==> config.mk <==
export PLATFORM = sky130hd
export DESIGN_NAME = chip_select_decoder_flat
export DESIGN_NICKNAME = d
export VERILOG_FILES = /design/src/rtl/chip_select_decoder_if.sv /design/src/rtl/chip_select_decoder.sv /design/src/flat_wrapper.sv
export SDC_FILE = /design/constraint.sdc
export NUM_CORES = 1
export LEC_CHECK = 0
export ABC_AREA = 1
export CAP_MARGIN = 40
export CORE_MARGIN = 8
export CORE_UTILIZATION = 45
export DETAILED_ROUTE_END_ITERATION = 10
export GPL_TIMING_DRIVEN = 0
export PLACE_DENSITY = 0.84
export RECOVER_POWER = 25
export SYNTH_ARGS = -nofsm -noshare
export SYNTH_HDL_FRONTEND = slang
export SYNTH_SLANG_ARGS = --single-unit
==> constraint.sdc <==
create_clock -name clk -period 5.1 [get_ports clk]
set_clock_uncertainty 0.1 [all_clocks]
set_input_delay 0.765 -clock clk [delete_from_list [all_inputs] [get_ports clk]]
set_output_delay 0.765 -clock clk [all_outputs]
set_load 0.05 [all_outputs]
==> src/rtl/chip_select_decoder_if.sv <==
// Bus bundle for chip_select_decoder.
//   master : drives select address, enables, address strobe and wait table;
//            observes chip selects, data-transfer acknowledge and busy.
//   slave  : the decoder side of the same signals.
// Signal widths follow SEL_W (address) and WAIT_W (per-output wait count);
// N = 2**SEL_W chip selects.
interface chip_select_decoder_if #(
   parameter int unsigned SEL_W  = 3,
   parameter int unsigned WAIT_W = 4
) ();
   localparam int unsigned N = 2**SEL_W;

   logic [SEL_W-1:0]    a;
   logic                e1_n;
   logic                e2_n;
   logic                e3;
   logic                as_n;
   logic [N*WAIT_W-1:0] wait_cfg;
   logic [N-1:0]        y_n;
   logic                dtack_n;
   logic                busy;

   modport master (
      output a, e1_n, e2_n, e3, as_n, wait_cfg,
      input  y_n, dtack_n, busy
   );

   modport slave (
      input  a, e1_n, e2_n, e3, as_n, wait_cfg,
      output y_n, dtack_n, busy
   );
endinterface

==> src/rtl/chip_select_decoder.sv <==
// Registered chip-select decoder with per-output wait states.
//   clk   : single clock, all state changes on the rising edge
//   rst_n : synchronous active-low reset, highest priority
//   bus   : slave side of chip_select_decoder_if
//           a/e1_n/e2_n/e3/as_n/wait_cfg in; y_n/dtack_n/busy out
// A bus cycle starts when the decoder is idle, enabled and as_n is low: the
// addressed select goes low on that edge, dtack_n follows 1+W edges later
// (W = that output's wait count captured at the start edge). Losing the
// enable or the strobe ends the cycle at the next edge.
module chip_select_decoder #(
   parameter int unsigned SEL_W  = 3,
   parameter int unsigned WAIT_W = 4
) (
   input logic                  clk,
   input logic                  rst_n,
   chip_select_decoder_if.slave bus
);
   localparam int unsigned N = 2**SEL_W;

   typedef enum logic [1:0] {
      S_IDLE,
      S_WAIT,
      S_ACK
   } state_e;

   state_e             state_q, state_d;
   logic [SEL_W-1:0]   sel_q, sel_d;
   logic [WAIT_W-1:0]  cnt_q, cnt_d;
   logic [N-1:0]       y_n_q, y_n_d;
   logic               dtack_n_q, dtack_n_d;

   logic               en;
   logic               abort;
   logic [WAIT_W-1:0]  wait_sel;

   assign en    = !bus.e1_n && !bus.e2_n && bus.e3;
   assign abort = !en || bus.as_n;

   // Wait count of the currently addressed output; only used at the start edge.
   always_comb begin
      wait_sel = '0;
      for (int unsigned i = 0; i < N; i++) begin
         if (i == 32'(bus.a)) wait_sel = bus.wait_cfg[i*WAIT_W +: WAIT_W];
      end
   end

   always_comb begin
      state_d   = state_q;
      sel_d     = sel_q;
      cnt_d     = cnt_q;
      y_n_d     = '1;
      dtack_n_d = 1'b1;
      unique case (state_q)
         S_IDLE: begin
            if (!abort) begin
               sel_d   = bus.a;
               cnt_d   = wait_sel;
               y_n_d   = ~(N'(1) << bus.a);
               state_d = S_WAIT;
            end
         end
         S_WAIT: begin
            // Abort wins over the terminal-count transition.
            if (abort) begin
               state_d = S_IDLE;
            end else begin
               y_n_d = ~(N'(1) << sel_q);
               if (cnt_q != '0) begin
                  cnt_d = cnt_q - WAIT_W'(1);
               end else begin
                  dtack_n_d = 1'b0;
                  state_d   = S_ACK;
               end
            end
         end
         S_ACK: begin
            if (abort) begin
               state_d = S_IDLE;
            end else begin
               y_n_d     = ~(N'(1) << sel_q);
               dtack_n_d = 1'b0;
            end
         end
         default: state_d = S_IDLE;
      endcase
   end

   always_ff @(posedge clk) begin
      if (!rst_n) begin
         state_q   <= S_IDLE;
         sel_q     <= '0;
         cnt_q     <= '0;
         y_n_q     <= '1;
         dtack_n_q <= 1'b1;
      end else begin
         state_q   <= state_d;
         sel_q     <= sel_d;
         cnt_q     <= cnt_d;
         y_n_q     <= y_n_d;
         dtack_n_q <= dtack_n_d;
      end
   end

   assign bus.y_n     = y_n_q;
   assign bus.dtack_n = dtack_n_q;
   assign bus.busy    = (state_q != S_IDLE);
endmodule

==> src/flat_wrapper.sv <==
// flat-port wrapper written by rule: the top's interface ports become plain ports
module chip_select_decoder_flat 
#(
   parameter int unsigned SEL_W  = 3,
   parameter int unsigned WAIT_W = 4
)
  (clk, rst_n, bus_a, bus_e1_n, bus_e2_n, bus_e3, bus_as_n, bus_wait_cfg, bus_y_n, bus_dtack_n, bus_busy);
  chip_select_decoder_if #(.SEL_W(SEL_W), .WAIT_W(WAIT_W)) bus_i ();
  input logic clk;
  input logic rst_n;
  input wire logic [$bits(bus_i.a)-1:0] bus_a;
  input wire logic [$bits(bus_i.e1_n)-1:0] bus_e1_n;
  input wire logic [$bits(bus_i.e2_n)-1:0] bus_e2_n;
  input wire logic [$bits(bus_i.e3)-1:0] bus_e3;
  input wire logic [$bits(bus_i.as_n)-1:0] bus_as_n;
  input wire logic [$bits(bus_i.wait_cfg)-1:0] bus_wait_cfg;
  output wire logic [$bits(bus_i.y_n)-1:0] bus_y_n;
  output wire logic [$bits(bus_i.dtack_n)-1:0] bus_dtack_n;
  output wire logic [$bits(bus_i.busy)-1:0] bus_busy;
  assign bus_i.a = bus_a;
  assign bus_i.e1_n = bus_e1_n;
  assign bus_i.e2_n = bus_e2_n;
  assign bus_i.e3 = bus_e3;
  assign bus_i.as_n = bus_as_n;
  assign bus_i.wait_cfg = bus_wait_cfg;
  assign bus_y_n = bus_i.y_n;
  assign bus_dtack_n = bus_i.dtack_n;
  assign bus_busy = bus_i.busy;
  chip_select_decoder #(.SEL_W(SEL_W), .WAIT_W(WAIT_W)) u_core (.clk(clk), .rst_n(rst_n), .bus(bus_i));
endmodule
==> summary.txt <==
Outcome
  – Outcome: completed

Power and ir drop
  – Sw Share: 32.7%
  – Clk pwr share: 24.4%
  – Internal power: between 200 and 250 uW
  – Combinational Power Share: around a third
  – Sequential share of power: between 40 and 50%
  – Worst vdd ir: roughly 160 uV
  – Leak Pwr: just under 0.0007 uW
  – Sw Pwr: roughly 120 uW
  – PwrDens: approximately 210 nW/um2

Final layout
  – Final #Nets: roughly 270
  – Fraction of layout instances using a drive strength above 1: under 10%
  – Area added between synthesis and finish: 47.0%
  – Fin cells: about 250
  – Antenna diode instance count: 0

Critical path
  – FF-to-FF End: u_core.bus.y_n[2]$_SDFF_PN1_
  – CP max stage cell: clkdlybuf4s50_1
  – Data arrival time of the worst path: ~2.2 ns
  – Startpoint Class: register
  – R2r startpoint: u_core.state_q[0]$_SDFFE_PN0P_
  – Worst Reg-to-Reg Cells: 7
  – CP Max Fanout: 10
  – Worst endpoint required time: 4.24 ns
  – Crit path cell chain: inv_1 > ha_1 > inv_2 > buf_2 > clkdlybuf4s50_1
  – Crit path max-delay family: buffers and inverters
  – Largest stage delay, worst path: ~0.83 ns
  – CP Depth: 5
  – CP startpoint: u_core.state_q[0]$_SDFFE_PN0P_
  – Worst setup path end: bus_busy
  – Buf+Inv Stages, Crit Path: 4
  – CP endpoint kind: primary output
  – R2R setup slack: a little under 3 ns
  – Crit Path Category: register to primary output

Die
  – Die width: 67.5 um
  – # IOs: between 50 and 60
  – Core area: roughly 2500 um2
  – Die area: 4550 um2
  – Vert. Die Dim: 67.5 um
  – Cell Rows: 18
  – Initial core utilization: between 40% and 50%

Timing
  – Final TNS setup: 0 ns
  – Final setup viols: 0
  – Max-slew headroom: roughly 45%
  – Final Max Tran Viols: 0
  – Hold Vio Cnt, Final: 0
  – Fmax achieved: between 300 and 400 MHz
  – RSZ-0062 raised after global routing: no
  – Slew @ Worst Pin: 0.824 ns
  – Worst hold slack: 0.395 ns
  – Crit path time final: just over 3 ns
  – Final Cycle Share: about three fifths

Global route
  – First-pass GRT wire length: approximately 6000 um
  – Vias in the first global route: 1355
  – Total GRT Usage: approximately 17%
  – Gr ovfl total: 0
  – Initial antenna violation count: 0
  – Pin count of the biggest net entering global routing: 11

CTS
  – Post-CTS setup buffer count: 0
  – CTS Hold Bufs: 0
  – Buffers from clock root to sink, at most: 2
  – Clock sink count: 18
  – Root buffer cell: clkbuf_4
  – TritonCTS Buffers: 3
  – CTS H-tree depth: 1
  – Clock transition at path regs: 0.10 ns
  – Clk Latency, worst-skew pair: 0.30 ns
  – Post-cts repair resize count: 0
  – TritonCTS clock tree: done

Synth
  – Share of the synthesized area in the top cell type: between 30 and 40%
  – Post-synthesis sequential area ratio: roughly 30%
  – Cells after synthesis: 170
  – Unique masters post-synth: 25
  – Yosys warns: 0
  – Top area cells in the synthesized netlist: dfxtp_1 (30%), nand2_1 (9.8%), a21oi_1 (7.6%)
  – FF+latch count, synth: 18
  – Top cell type by total area after synthesis: dfxtp_1
  – Mapped cell area: 1190 um2
  – Syn_nets: approximately 220
  – Avg Inst Size Synth: 7.01 um2

Routing
  – Drt first-iter violations: 52
  – Detailed-route via count: approximately 1400
  – DR WL/cell: about 15 um
  – DRC: 0
  – DR vias/cell: ~5.4
  – WL final: 3700 um
  – Router iterations before antenna repair: 4
  – Antenna-violating nets left: 0

Hold path
  – Worst Hold Class: register to register

Placement
  – GP Congestion: approximately 0.8
  – Placed cells: 250
  – Port-buffer cells: 50
  – Post-DP HPWL: 3090 um

Flow run
  – Max Cap Viol: 0
-- cells by family (layout without fill, tap and decap cells) --
group	after synthesis	after routing	synth area share (%)
AO/OA/AOI/OAI	47	47	24.9
adder cells (fa/ha/maj)	5	5	5.25
AND/OR/NAND/NOR	70	70	29.0
buffers and inverters	30	84	10.7
flip-flops	18	18	30.2
-- final cells by class --
class / instances / area (um2)
well taps: 30 / 37.5
flip-flops and latches: 18 / 360
inverters: 26 / 100
plain buffers: 4 / 26.3
fillers: 214 / 747
multi-input cells: 122 / 692
repair buffers: 50 / 500
clock buffers: 4 / 36.3
-- per-layer routing --
metal,GRT usage [%],part of all wire (%)
met1,17.3,41
met2,31.0,51
met3,3.97,6.5
met4,6.27,1.6
met5,0,0
-- worst min-delay path, delay by kind of cell (launching register included) --
| family | cells | cell delay, ns |
|---|---|---|
| DFF | 1 | 0.34 |
| and+or+nand+nor | 1 | 0.06 |
| AOI/OAI and AO/OA | 1 | 0.06 |
-- synthesized netlist by cell type, drive strengths merged --
master / instances
dfxtp: 18
nand4: 7
a21oi: 19
nor2: 16
o41ai: 8
o211ai: 8
ha: 5
buf: 3
or2: 1
inv: 26
nand3: 7
clkbuf: 1
o2111ai: 1
o21ai: 11
nand2: 31
nor3: 8
-- metrics by stage --
step | setup slack [ns] | util [%] | cell area [um2] | power [uW]
final | 2.08 | 70.1 | 1750 | 371
after global routing | 2.00 | 70.1 | 1750 | 387
after CTS | 2.06 | 70.7 | 1770 | 371
after detailed placement | 2.41 | 69.2 | 1730 | 285
after global placement | 2.48 | 69.2 | 1730 | 280
after floorplan | 3.22 | - | 1190 | 228
-- worst min-delay path by stage --
stage	start	end	slack [ns]	cells past startpoint
floorplan	u_core.cnt_q[1]$_SDFFE_PN0P_	u_core.cnt_q[1]$_SDFFE_PN0P_	0.36	2
global placement	u_core.cnt_q[1]$_SDFFE_PN0P_	u_core.cnt_q[1]$_SDFFE_PN0P_	0.37	2
detailed placement	u_core.cnt_q[1]$_SDFFE_PN0P_	u_core.cnt_q[1]$_SDFFE_PN0P_	0.38	2
CTS	u_core.cnt_q[1]$_SDFFE_PN0P_	u_core.cnt_q[1]$_SDFFE_PN0P_	0.40	2
global route	u_core.cnt_q[1]$_SDFFE_PN0P_	u_core.cnt_q[1]$_SDFFE_PN0P_	0.42	2
finish	u_core.cnt_q[1]$_SDFFE_PN0P_	u_core.cnt_q[1]$_SDFFE_PN0P_	0.39	2
-- power by group through the flow --
stage          clock network, uW  registers [uW]  logic, uW
2_1_floorplan                  0             164       64.6
6_report                    90.5             152        129
3_5_place_dp                   0             155        130
3_3_place_gp                   0             154        126
4_1_cts                     89.7             152        130
5_1_grt                     95.4             153        139
-- layout by cell type, fill, tap and decap left out, drive strengths merged --
| cell | n |
|---|---|
| a21oi | 19 |
| buf | 2 |
| clkbuf | 6 |
| clkdlybuf4s50 | 49 |
| dfxtp | 18 |
| dlygate4sd3 | 1 |
| ha | 5 |
| inv | 26 |
| nand2 | 31 |
| nand3 | 7 |
| nand4 | 7 |
| nor2 | 16 |
| nor3 | 8 |
| o2111ai | 1 |
| o211ai | 8 |
| o21ai | 11 |
| o41ai | 8 |
| or2 | 1 |
-- flip-flops by register name (all words and copies together), names as in the netlist --
signal,count
u_core.bus.dtack_n,1
u_core.bus.y_n,8
u_core.cnt_q,4
u_core.sel_q,3
u_core.state_q,2
Power figures use the tool's default switching activity.
==> patch (same flow settings) <==
Re-encode `state_e` (3 states) as one-hot, 3 bits wide.
--- a/src/rtl/chip_select_decoder.sv
+++ b/src/rtl/chip_select_decoder.sv
@@ -19,6 +19,6 @@
 
-   typedef enum logic [1:0] {
-      S_IDLE,
-      S_WAIT,
-      S_ACK
+   typedef enum logic [2:0] {
+      S_IDLE = 3'b001,
+      S_WAIT = 3'b010,
+      S_ACK  = 3'b100
    } state_e;
Behaviour: no difference found for any inputs over 10 cycles, from zero or initial values and one cycle with rst_n low; not proved beyond that.
==> patch against the unedited design <==
Routed wire length decreased by 5.3%; worst setup slack improved by 370 ps; sequential share of layout area increased by 1.2 points; area after synthesis increased by 1.3%; sequential cell count increased by 1; design area about the same; synthesized cell count increased by 2.9%; critical path depth decreased by 2; total power decreased by 18%; hold slack improved by 65 ps.
==> patch: results (changes against the unedited design) <==
route:
  dr_wl_met3_um: 309  # +28%
  drtPass1Iterations: 4  # unchanged
  vias_per_cell: 5.50  # +1.6%
  met2_length_um: 1650  # -13%
  finalWirelength_um: 3500  # -5.3%
  wl_met1_um: 1410  # -6.7%
  drtIter0Drc: 32  # -38%
power:
  p_seq_share_pct: 50.3  # +9.4 points
  pg_clk_mw: 0.0758  # -16%
  leakage_nw: 0.702  # +1.8%
  p_int_mw: 0.222  # -11%
  peakVddDrop_mv: 0.166  # +7.0%
clock_network:
  cts-root-buf: "clkbuf_4"
  clk_pin_slew_ps: 100  # about the same
  numCtsBuffers: 3  # unchanged
  post_cts_buffers: 0  # unchanged
placed_design:
  dpl-instance-area_um2: 1740  # +0.29%
  place_hpwl_um: 2970  # -3.9%
  gp_congestion: 0.882  # +7.0%
  pre_cts_ws_ps: 2540  # +131 ps
  portBuffers: 49  # -2.0%
  dp_cells: 254  # +1.6%
synth:
  synth-xor-area-share_pct: 0  # unchanged
  synthAdderAreaFrac_pct: 1.04  # -4.2 points
  synth-compound-area-share_pct: 21.0  # -3.8 points
  ys_top_cells_by_count: "nand2_1 (30), inv_1 (21), dfxtp_1 (19), a21oi_1 (14), nor2_1 (14)"
  async_reset_ff_share_pct: 0  # unchanged
  ys_types: 29  # +16%
  ys_top_cells_by_area: "dfxtp_1 (32%), nand2_1 (9.3%), nand4_1 (6.7%), inv_1 (6.5%), a21oi_1 (5.8%)"
  syn_nets: 217  # +0.46%
  synth_area_per_cell_um2: 6.90  # -1.6%
  seq_area_frac_synth_pct: 31.5  # +1.3 points
grt:
  grtUsageMet3_pct: 4.97  # +0.99 points
  grt_pass1_wl_um: 5870  # -1.6%
  grt_use_met1_pct: 16.7  # -0.54 points
  top_usage_layer: "met2"
  grtUsageMet2_pct: 27.9  # -3.1 points
  grt_pass1_vias: 1429  # +5.5%
  track_usage_pct: 16.2  # -0.37 points
finish:
  drive_gt1_share_pct: 11.0  # +1.6 points
  fin_cells: 258  # +1.6%
  largest_register_ffs: 8  # unchanged
  final_nets: 271  # unchanged
  antenna_cells: 0  # unchanged
  fillCellCount: 225  # +5.1%
setup_path:
  critPathMaxFanout: 9  # -1
  crit_arrival_ps: 1790  # -370 ps
  slowest_stage: "clkdlybuf4s50_1"
  critPathMaxStageDelay_ps: 730  # -100 ps
outcome:
  status: "finished, final reports clean"
timing:
  tightest_slew_ps: 639  # -185 ps
patch: cell types whose count changed after synthesis, moves of 4 or more:
cell     before  now
nand4_1       7   13
a21oi_1      18   14
o21ai_1       1    5
o41ai_1       8    0
ha_1          5    1
nor3_1        2    8
patch: layout make-up:
type                            count  area share [%]
Multi-Input combinational cell    125            39.4
Timing Repair Buffer               49            28.0
Sequential cell                    19            21.7
Inverter                           27            5.79
Tap cell                           30            2.14
Clock buffer                        4            1.50
Buffer                              4            1.43
patch: path summary, 6_finish.rpt:
kind                     startpoint           endpoint  slack, ps
hold / removal      u_core.cnt_q[0]    u_core.cnt_q[0]        460
hold reg to reg     u_core.cnt_q[0]    u_core.cnt_q[0]        460
setup reg to reg  u_core.state_q[1]  u_core.bus.y_n[5]       3310
setup / recovery  u_core.state_q[1]           bus_busy       2440
patch: per-stage QoR:
step                      util, %  hold WS (ps)
after detailed placement     68.8           443
after floorplan                 -           406
after CTS                    69.8           461
final                        69.4           460
after global routing         69.4           499
after global placement       68.8           426
